### src/rtl/karatsuba_seq_mult_if.sv
// Operand/product handshake bundle for the sequential Karatsuba multiplier.
// The master side stages operands and consumes products; the slave side is the multiplier.
interface karatsuba_seq_mult_if #(
  parameter int unsigned N = 32
);
  logic           in_valid;
  logic           in_ready;
  logic [N-1:0]   in_a;
  logic [N-1:0]   in_b;
  logic           in_signed;
  logic           abort;
  logic           out_valid;
  logic           out_ready;
  logic [2*N-1:0] out_p;
  logic           busy;

  modport master (
    output in_valid, in_a, in_b, in_signed, abort, out_ready,
    input  in_ready, out_valid, out_p, busy
  );

  modport slave (
    input  in_valid, in_a, in_b, in_signed, abort, out_ready,
    output in_ready, out_valid, out_p, busy
  );
endinterface

### src/rtl/karatsuba_seq_mult.sv
// One-level Karatsuba multiplier that reuses one (N/2+1)-bit square multiplier over three cycles.
// Signed operands are handled as sign-magnitude: multiply magnitudes, negate the product at the end.
module karatsuba_seq_mult #(
  parameter int unsigned N = 32
) (
  input  logic                 clk,
  input  logic                 rst_n,
  karatsuba_seq_mult_if.slave  bus
);
  localparam int unsigned H  = N / 2;
  localparam int unsigned MW = H + 1;
  localparam int unsigned PW = 2 * MW;
  localparam int unsigned W2 = 2 * N;

  typedef enum logic [2:0] {
    S_IDLE, S_M0, S_M1, S_M2, S_CMB, S_DONE
  } state_e;

  state_e          state_q;
  logic [H-1:0]    al_q, ah_q, bl_q, bh_q;
  logic            neg_q;
  logic [N-1:0]    z0_q, z2_q;
  logic [PW-1:0]   z1_q;
  logic [W2-1:0]   p_q;
  logic            in_ready_q, out_valid_q, busy_q;

  logic [N-1:0]    ua_d, ub_d;
  logic            neg_d;
  logic [MW-1:0]   mul_a, mul_b;
  logic [PW-1:0]   mul_p;
  logic [PW-1:0]   mid;
  logic [W2-1:0]   p_sum, p_d;

  // Operand magnitudes captured on input transfer.
  always_comb begin
    ua_d  = bus.in_a;
    ub_d  = bus.in_b;
    neg_d = bus.in_signed & (bus.in_a[N-1] ^ bus.in_b[N-1]);
    if (bus.in_signed && bus.in_a[N-1]) ua_d = -bus.in_a;
    if (bus.in_signed && bus.in_b[N-1]) ub_d = -bus.in_b;
  end

  // The shared multiplier, operand-muxed by state.
  always_comb begin
    mul_a = '0;
    mul_b = '0;
    case (state_q)
      S_M0: begin
        mul_a = {1'b0, al_q};
        mul_b = {1'b0, bl_q};
      end
      S_M1: begin
        mul_a = {1'b0, ah_q};
        mul_b = {1'b0, bh_q};
      end
      S_M2: begin
        mul_a = MW'(al_q) + MW'(ah_q);
        mul_b = MW'(bl_q) + MW'(bh_q);
      end
      default: ;
    endcase
  end

  assign mul_p = PW'(mul_a) * PW'(mul_b);

  // Recombination; the middle term cannot underflow since z1 >= z0 + z2.
  always_comb begin
    mid   = z1_q - PW'(z0_q) - PW'(z2_q);
    p_sum = (W2'(z2_q) << N) + (W2'(mid) << H) + W2'(z0_q);
    p_d   = neg_q ? -p_sum : p_sum;
  end

  always_ff @(posedge clk or negedge rst_n) begin
    if (!rst_n) begin
      state_q     <= S_IDLE;
      al_q        <= '0;
      ah_q        <= '0;
      bl_q        <= '0;
      bh_q        <= '0;
      neg_q       <= 1'b0;
      z0_q        <= '0;
      z2_q        <= '0;
      z1_q        <= '0;
      p_q         <= '0;
      in_ready_q  <= 1'b0;
      out_valid_q <= 1'b0;
      busy_q      <= 1'b0;
    end else begin
      case (state_q)
        S_IDLE: begin
          in_ready_q <= 1'b1;
          if (bus.in_valid && in_ready_q) begin
            al_q       <= ua_d[H-1:0];
            ah_q       <= ua_d[N-1:H];
            bl_q       <= ub_d[H-1:0];
            bh_q       <= ub_d[N-1:H];
            neg_q      <= neg_d;
            in_ready_q <= 1'b0;
            busy_q     <= 1'b1;
            state_q    <= S_M0;
          end
        end
        S_M0: begin
          z0_q    <= mul_p[N-1:0];
          state_q <= S_M1;
        end
        S_M1: begin
          z2_q    <= mul_p[N-1:0];
          state_q <= S_M2;
        end
        S_M2: begin
          z1_q    <= mul_p;
          state_q <= S_CMB;
        end
        S_CMB: begin
          p_q         <= p_d;
          out_valid_q <= 1'b1;
          state_q     <= S_DONE;
        end
        S_DONE: begin
          if (bus.out_ready) begin
            out_valid_q <= 1'b0;
            in_ready_q  <= 1'b1;
            busy_q      <= 1'b0;
            state_q     <= S_IDLE;
          end
        end
        default: begin
          state_q <= S_IDLE;
          busy_q  <= 1'b0;
        end
      endcase
      // Cancel overrides whatever the active state decided.
      if (bus.abort && state_q != S_IDLE) begin
        state_q     <= S_IDLE;
        out_valid_q <= 1'b0;
        in_ready_q  <= 1'b1;
        busy_q      <= 1'b0;
      end
    end
  end

  assign bus.in_ready  = in_ready_q;
  assign bus.out_valid = out_valid_q;
  assign bus.out_p     = p_q;
  assign bus.busy      = busy_q;
endmodule

### src/flat_wrapper.sv
// flat-port wrapper written by rule: the top's interface ports become plain ports
module karatsuba_seq_mult_flat 
#(
  parameter int unsigned N = 32
)
  (clk, rst_n, bus_in_valid, bus_in_a, bus_in_b, bus_in_signed, bus_abort, bus_out_ready, bus_in_ready, bus_out_valid, bus_out_p, bus_busy);
  karatsuba_seq_mult_if #(.N(N)) bus_i ();
  input  logic clk;
  input  logic rst_n;
  input wire logic [$bits(bus_i.in_valid)-1:0] bus_in_valid;
  input wire logic [$bits(bus_i.in_a)-1:0] bus_in_a;
  input wire logic [$bits(bus_i.in_b)-1:0] bus_in_b;
  input wire logic [$bits(bus_i.in_signed)-1:0] bus_in_signed;
  input wire logic [$bits(bus_i.abort)-1:0] bus_abort;
  input wire logic [$bits(bus_i.out_ready)-1:0] bus_out_ready;
  output wire logic [$bits(bus_i.in_ready)-1:0] bus_in_ready;
  output wire logic [$bits(bus_i.out_valid)-1:0] bus_out_valid;
  output wire logic [$bits(bus_i.out_p)-1:0] bus_out_p;
  output wire logic [$bits(bus_i.busy)-1:0] bus_busy;
  assign bus_i.in_valid = bus_in_valid;
  assign bus_i.in_a = bus_in_a;
  assign bus_i.in_b = bus_in_b;
  assign bus_i.in_signed = bus_in_signed;
  assign bus_i.abort = bus_abort;
  assign bus_i.out_ready = bus_out_ready;
  assign bus_in_ready = bus_i.in_ready;
  assign bus_out_valid = bus_i.out_valid;
  assign bus_out_p = bus_i.out_p;
  assign bus_busy = bus_i.busy;
  karatsuba_seq_mult #(.N(N)) u_core (.clk(clk), .rst_n(rst_n), .bus(bus_i));
endmodule
### config.mk
export PLATFORM = sky130hd
export DESIGN_NAME = karatsuba_seq_mult_flat
export DESIGN_NICKNAME = d
export VERILOG_FILES = /design/src/rtl/karatsuba_seq_mult_if.sv /design/src/rtl/karatsuba_seq_mult.sv /design/src/flat_wrapper.sv
export SDC_FILE = /design/constraint.sdc
export NUM_CORES = 2
export LEC_CHECK = 0
export CORE_MARGIN = 2
export CORE_UTILIZATION = 40
export CTS_CLUSTER_SIZE = 14
export DETAILED_ROUTE_END_ITERATION = 6
export GPL_ROUTABILITY_DRIVEN = 0
export PLACE_DENSITY = 0.55
export SETUP_SLACK_MARGIN = 0.05
export SLEW_MARGIN = 10
export SYNTH_ARGS = -nofsm -noshare
export SYNTH_HDL_FRONTEND = slang
export SYNTH_SLANG_ARGS = --single-unit
### constraint.sdc
create_clock -name clk -period 11.4 [get_ports clk]
set_input_delay 1.71 -clock clk [delete_from_list [all_inputs] [get_ports clk]]
set_output_delay 1.71 -clock clk [all_outputs]
set_load 0.005 [all_outputs]
Word-level counts from Yosys, hierarchy flattened
Index checks and enable logic that the tools add are counted.
Storage, ports and cells
  word-level logic and storage cells: 66
  flip-flop bits (word level): 233
  bits of input ports: 70
Cells by class
  bitwise logic cells: 2
  eq/ne operators: 8
  multiply operators: 1
  reduce and logical (&&, ||, !) cells: 14
  multiplexer cells: 19
  add/sub/neg operators: 9
Operator list (number)
  case mux 17 bit (3 select lines): 2
  subtractor 34 x 32 -> 34 bit: 2
  adder 64 x 32 -> 64 bit: 1
  adder 64 x 50 -> 64 bit: 1
  2-to-1 mux 32 bit: 2
  2-to-1 mux 64 bit: 1
  negator 32 bit: 2
  negator 64 bit: 1
  adder 16 x 16 -> 17 bit: 2
  multiplier 17 x 17 -> 34 bit: 1
  case mux 3 bit (6 select lines): 1
  2-to-1 mux 3 bit: 3
  nonzero test 3 bit: 3
  AND reduction 2 bit: 4
  2-to-1 mux 1 bit: 7
  == test 3 x 2 -> 1 bit, second input constant: 2
  == test 3 bit, second input constant: 2
  logical AND 1 bit: 4
  case mux 1 bit (2 select lines): 2
  OR reduction 4 bit: 1
  == test 3 x 1 -> 1 bit, second input constant: 1
  logical NOT 3 bit: 1
  != test 3 x 1 -> 1 bit, second input constant: 1
  != test 3 x 2 -> 1 bit, second input constant: 1
  5 further kinds: 5

Logic depth before layout (Yosys ltp)
  depth after elaboration: 6
  depth in mapped cells: 36
  mapped depth without buffers: 35

Worst setup path after synthesis
No wires, ideal clock.
  path kind: reg-to-reg
  start: register u_core.bh_q[0]
  end: register u_core.z1_q[28]
  slack: 3000 ps
  setup time: 133 ps
  cell stages (with the launch flop): 34
  data arrival time: 8267 ps
  period minus slack after synthesis: 8400 ps
  path through: dfrtp_1 ha_1 fa_1 a21o_1 a21oi_1 o21bai_1 a21oi_1 o21ai_0 a2111oi_0 o21bai_1 a21oi_1 nor2b_1 o31a_1 clkbuf_1 and2_1 fa_1 fa_1 fa_1 fa_1 fa_1 inv_1 fa_1 inv_1 ha_1 and2_1 o21ai_0 nand2b_1 a211oi_1 a31oi_1 o21ai_0 o21ai_0 a21oi_1 xor2_1 o21ai_0
Between the ends
  word-level cells in the longest chain between the ends: 3
RTL lines
  start, declared: line karatsuba_seq_mult.sv:20  | logic [H-1:0] al_q, ah_q, bl_q, bh_q;
  start signal, assigned: line karatsuba_seq_mult.sv:96  | bh_q <= ub_d[N-1:H];
  adder 16 x 16 -> 17 bit: line karatsuba_seq_mult.sv:58  | mul_b = MW'(bl_q) + MW'(bh_q);
  case mux 17 bit (3 select lines) (*): line karatsuba_seq_mult.sv:47  | case (state_q)
  multiplier 17 x 17 -> 34 bit (*): line karatsuba_seq_mult.sv:64  | assign mul_p = PW'(mul_a) * PW'(mul_b);
  end signal, assigned: line karatsuba_seq_mult.sv:112  | z1_q <= mul_p;
  end, declared: line karatsuba_seq_mult.sv:23  | logic [PW-1:0] z1_q;
Every way passes the cells marked *; elsewhere a longest branch is shown, timed or not.
A chain may end at the register's enable or synchronous reset.

Worst setup path after layout
  start: register u_core.al_q[1]
  end: register u_core.z2_q[30]
Between the ends
  word-level cells in the longest chain between the ends: 3
RTL lines
  start, declared: line karatsuba_seq_mult.sv:20
  start signal, assigned: line karatsuba_seq_mult.sv:93  | al_q <= ua_d[H-1:0];
  adder 16 x 16 -> 17 bit: line karatsuba_seq_mult.sv:57  | mul_a = MW'(al_q) + MW'(ah_q);
  case mux 17 bit (3 select lines) (*): line karatsuba_seq_mult.sv:47
  multiplier 17 x 17 -> 34 bit (*): line karatsuba_seq_mult.sv:64
  end signal, assigned: line karatsuba_seq_mult.sv:108  | z2_q <= mul_p[N-1:0];
  end, declared: line karatsuba_seq_mult.sv:22  | logic [N-1:0] z0_q, z2_q;
Marked as above.

==> results.tsv <==
stage	metric	value	unit
outcome	status	finished, final reports clean	
critical_path	CP Buf/Inv Count	3	
logic_synthesis	synth warn	0	
logic_synthesis	number of flops mapped to enable cells by yosys	0	
critical_path	worst path required time	11.80	ns
sta	fin crit period	9.515	ns
sta	final worst path period share	0.8346	
cts	clock sink count	233	
routing	via count	23680	
critical_path	critical path startpoint category	flop	
critical_path	cell family with most CP delay	adder cells	
placed_design	Port Buffers	136	
sta	Peak Freq	0.1051	GHz
routing	DRT iter0 DRCs	1669	
global_routing	largest net degree at the start of global routing	115	
cts	CTS tree	yes	
placed_design	DP HPWL	66190	um
cts	CTS max path bufs	3	
logic_synthesis	Synth cell types	85	
critical_path	crit path kind	reg -> reg	
hold_path	Hold EP	u_core.bus.out_p[48]	
routing	# DRC	0	
sta	setup repair after global routing missed its margin	false	
critical_path	CP most frequent cell	fa_1	
sta	actual slew at the worst max-slew pin	1.362	ns
floorplan	Die Ht	266.5	um
final_layout	NumNets Final	3926	
critical_path	critical path arrival	9.91	ns
logic_synthesis	Post-Syn Area	27550	um2
global_routing	initial antenna violation count	0	
floorplan	Ports	137	
critical_path	CP Max Fanout	14	
routing	drt via density	5.524	
critical_path	slowest stage delay, CP	0.96	ns
cts	Hold Buf Count CTS	0	
critical_path	Reg2Reg Depth	32	
floorplan	Initial Util	0.4031	
logic_synthesis	top_reg_cell synth	dfrtp_1	
cts	Inserted Clock Buffers	28	
floorplan	Die Wd	266.5	um
routing	DRT antenna net count	0	
logic_synthesis	top cells by area, synth	dfrtp_1 (21%), fa_1 (19%), ha_1 (9.6%)	
floorplan	row cnt	96	
cts	clk slew on worst S/H paths	0.06	ns
critical_path	R2R setup slack	1.89	ns
floorplan	Core Region	68350	um2
global_routing	via count of the first global-routing pass	23752	
sta	setup TNS	0	ns
cts	H-tree depth	1	
sta	Hold Fails Final Rpt	0	
logic_synthesis	asr flop ratio synth	1.000	
logic_synthesis	cell with the most instances after synthesis	nand2_1	
logic_synthesis	Synth Register Bits	233	
logic_synthesis	Mapped Cells	3339	
sta	Slew Limit Fails	0	
hold_path	Hold Crit Class	reg -> reg	
final_layout	Area growth syn-to-layout	11.30	%
global_routing	gr usage total	0.2327	
logic_synthesis	Avg Inst Size Synth	8.252	um2
logic_synthesis	Post-Syn Nets	3880	
routing	WL/cell	19.11	um
logic_synthesis	Synth top area share	0.2116	
cts	Root Buffer	clkbuf_16	
cts	buffer count from post-CTS setup fixing	0	
flow_run	MaxCap Viol Count	0	
final_layout	antenna cells	0	
critical_path	r2r endpoint	u_core.z2_q[30]	
hold_path	min-delay src	u_core.bus.out_p[48]	
global_routing	total grt overflow	0	
logic_synthesis	most frequent cells after synthesis	nand2_1 (573), inv_1 (378), o21ai_0 (297), fa_1 (259), dfrtp_1 (233)	
sta	skew final	0.01656	ns
routing	Detailed Routing Iterations Pass 1	6	
critical_path	worst r2r src	u_core.al_q[1]	
sta	final setup fails	0	
global_routing	first-pass GRT wire length	131500	um
critical_path	nature of the critical path endpoint	flop	
logic_synthesis	Yosys top cell by area	dfrtp_1	
cts	post_cts resized	0	
hold_path	hold path cells	2	
final_layout	layout cell share with drive strength beyond 1	0.03377	
critical_path	slowest stage cell, crit path	nor2_1	
logic_synthesis	register area share after synthesis	0.2116	
routing	Post-Route WL	81940	um
sta	relative slew slack	0.08846	
floorplan	Die Area	71000	um2
cts	Clk Latency, worst-skew pair	0.57	ns
## final cells by class
type,count,area [um2]
fillers,6734,37680
multi-input cells,2582,19780
flip-flops and latches,233,5831
repair buffers,160,1546
inverters,380,1426
well taps,882,1104
clock buffers,37,785.8
clock inverters,13,190.2
## layer usage
| layer | track usage | part of all wire |
|---|---|---|
| met5 | 0 | 0 |
| met4 | 0.09657 | 0.046 |
| met3 | 0.02334 | 0.045 |
| met2 | 0.4026 | 0.48 |
| met1 | 0.2970 | 0.43 |
## flip-flops by register name (all words and copies together), names as in the netlist
signal and flops:
u_core.bl_q 16, u_core.z1_q 34, u_core.ah_q 16, u_core.al_q 16
u_core.bus.in_ready 1, u_core.bus.out_valid 1, u_core.bus.out_p 64, u_core.z2_q 32
u_core.state_q 3, u_core.neg_q 1, u_core.z0_q 32, u_core.bus.busy 1
u_core.bh_q 16
## kinds of logic (layout without fill, tap and decap cells)
| family | count (synthesis) | in the layout | synth area share |
|---|---|---|---|
| multiplexers | 18 | 18 | 0.006994 |
| AO/OA/AOI/OAI | 785 | 785 | 0.1776 |
| adder cells (fa/ha/maj) | 471 | 471 | 0.2845 |
| AND/OR/NAND/NOR | 1082 | 1082 | 0.1753 |
| buffers and inverters | 524 | 590 | 0.07216 |
| XOR/XNOR | 226 | 226 | 0.07184 |
| flip-flops | 233 | 233 | 0.2116 |
## worst max-delay path by stage
stage                     slack (ns)  cells past startpoint              end           start
final                           1.89                     32  u_core.z2_q[30]  u_core.al_q[1]
after floorplan                 3.00                     33  u_core.z1_q[28]  u_core.bh_q[0]
after global placement          2.14                     32  u_core.z2_q[30]  u_core.bh_q[0]
after global routing            1.28                     32  u_core.z2_q[30]  u_core.ah_q[1]
after detailed placement        2.04                     32  u_core.z2_q[30]  u_core.ah_q[1]
after CTS                       2.02                     32  u_core.z2_q[30]  u_core.ah_q[1]
## through the flow
step / worst slack, ns / area (um2) / std cells / hold WS, ns / utilization
final: 1.885 / 30670 / 4287 / 0.4757 / 0.4487
after global routing: 1.282 / 30670 / 4287 / 0.5057 / 0.4487
after CTS: 2.019 / 30670 / 4287 / 0.4824 / 0.4487
after detailed placement: 2.043 / 29690 / 4237 / 0.4658 / 0.4344
after global placement: 2.142 / 29690 / 4237 / 0.4623 / 0.4344
after floorplan: 3.000 / 27550 / 3339 / 0.4498 / -
## cell usage in the layout, fill, tap and decap left out, types with 14 or more instances in the layout
cell and instances:
ha_1 212, nor2_1 170, nand3_1 58, xnor2_1 139
dfrtp_1 233, o31ai_1 29, and2_1 51, a21o_1 57
nand2b_1 28, clkdlybuf4s50_1 135, clkbuf_16 29, nor2b_1 18
o21bai_1 28, a211oi_1 16, nor3_1 58, and3_1 17
o21ai_0 297, inv_1 378, a22oi_1 29, or3_1 17
nand4_1 28, nand2_1 571, buf_4 24, fa_1 259
a21oi_1 172, or4_1 14, xor2_1 87, a31oi_1 20
## worst register-to-register path, delay by kind of cell (launching register included)
| kind | cells | cell delay, ns |
|---|---|---|
| adders and majority gates | 8 | 3.70 |
| DFF | 1 | 0.44 |
| buffers and inverters | 3 | 0.14 |
| muxes | 1 | 0.22 |
| xor gates and xnor gates | 1 | 0.27 |
| AOI/OAI and AO/OA | 14 | 3.01 |
| and+or+nand+nor | 5 | 1.55 |
Power is not shown: default switching activity piles up to over one toggle a cycle in this logic, so the estimate is an artifact.
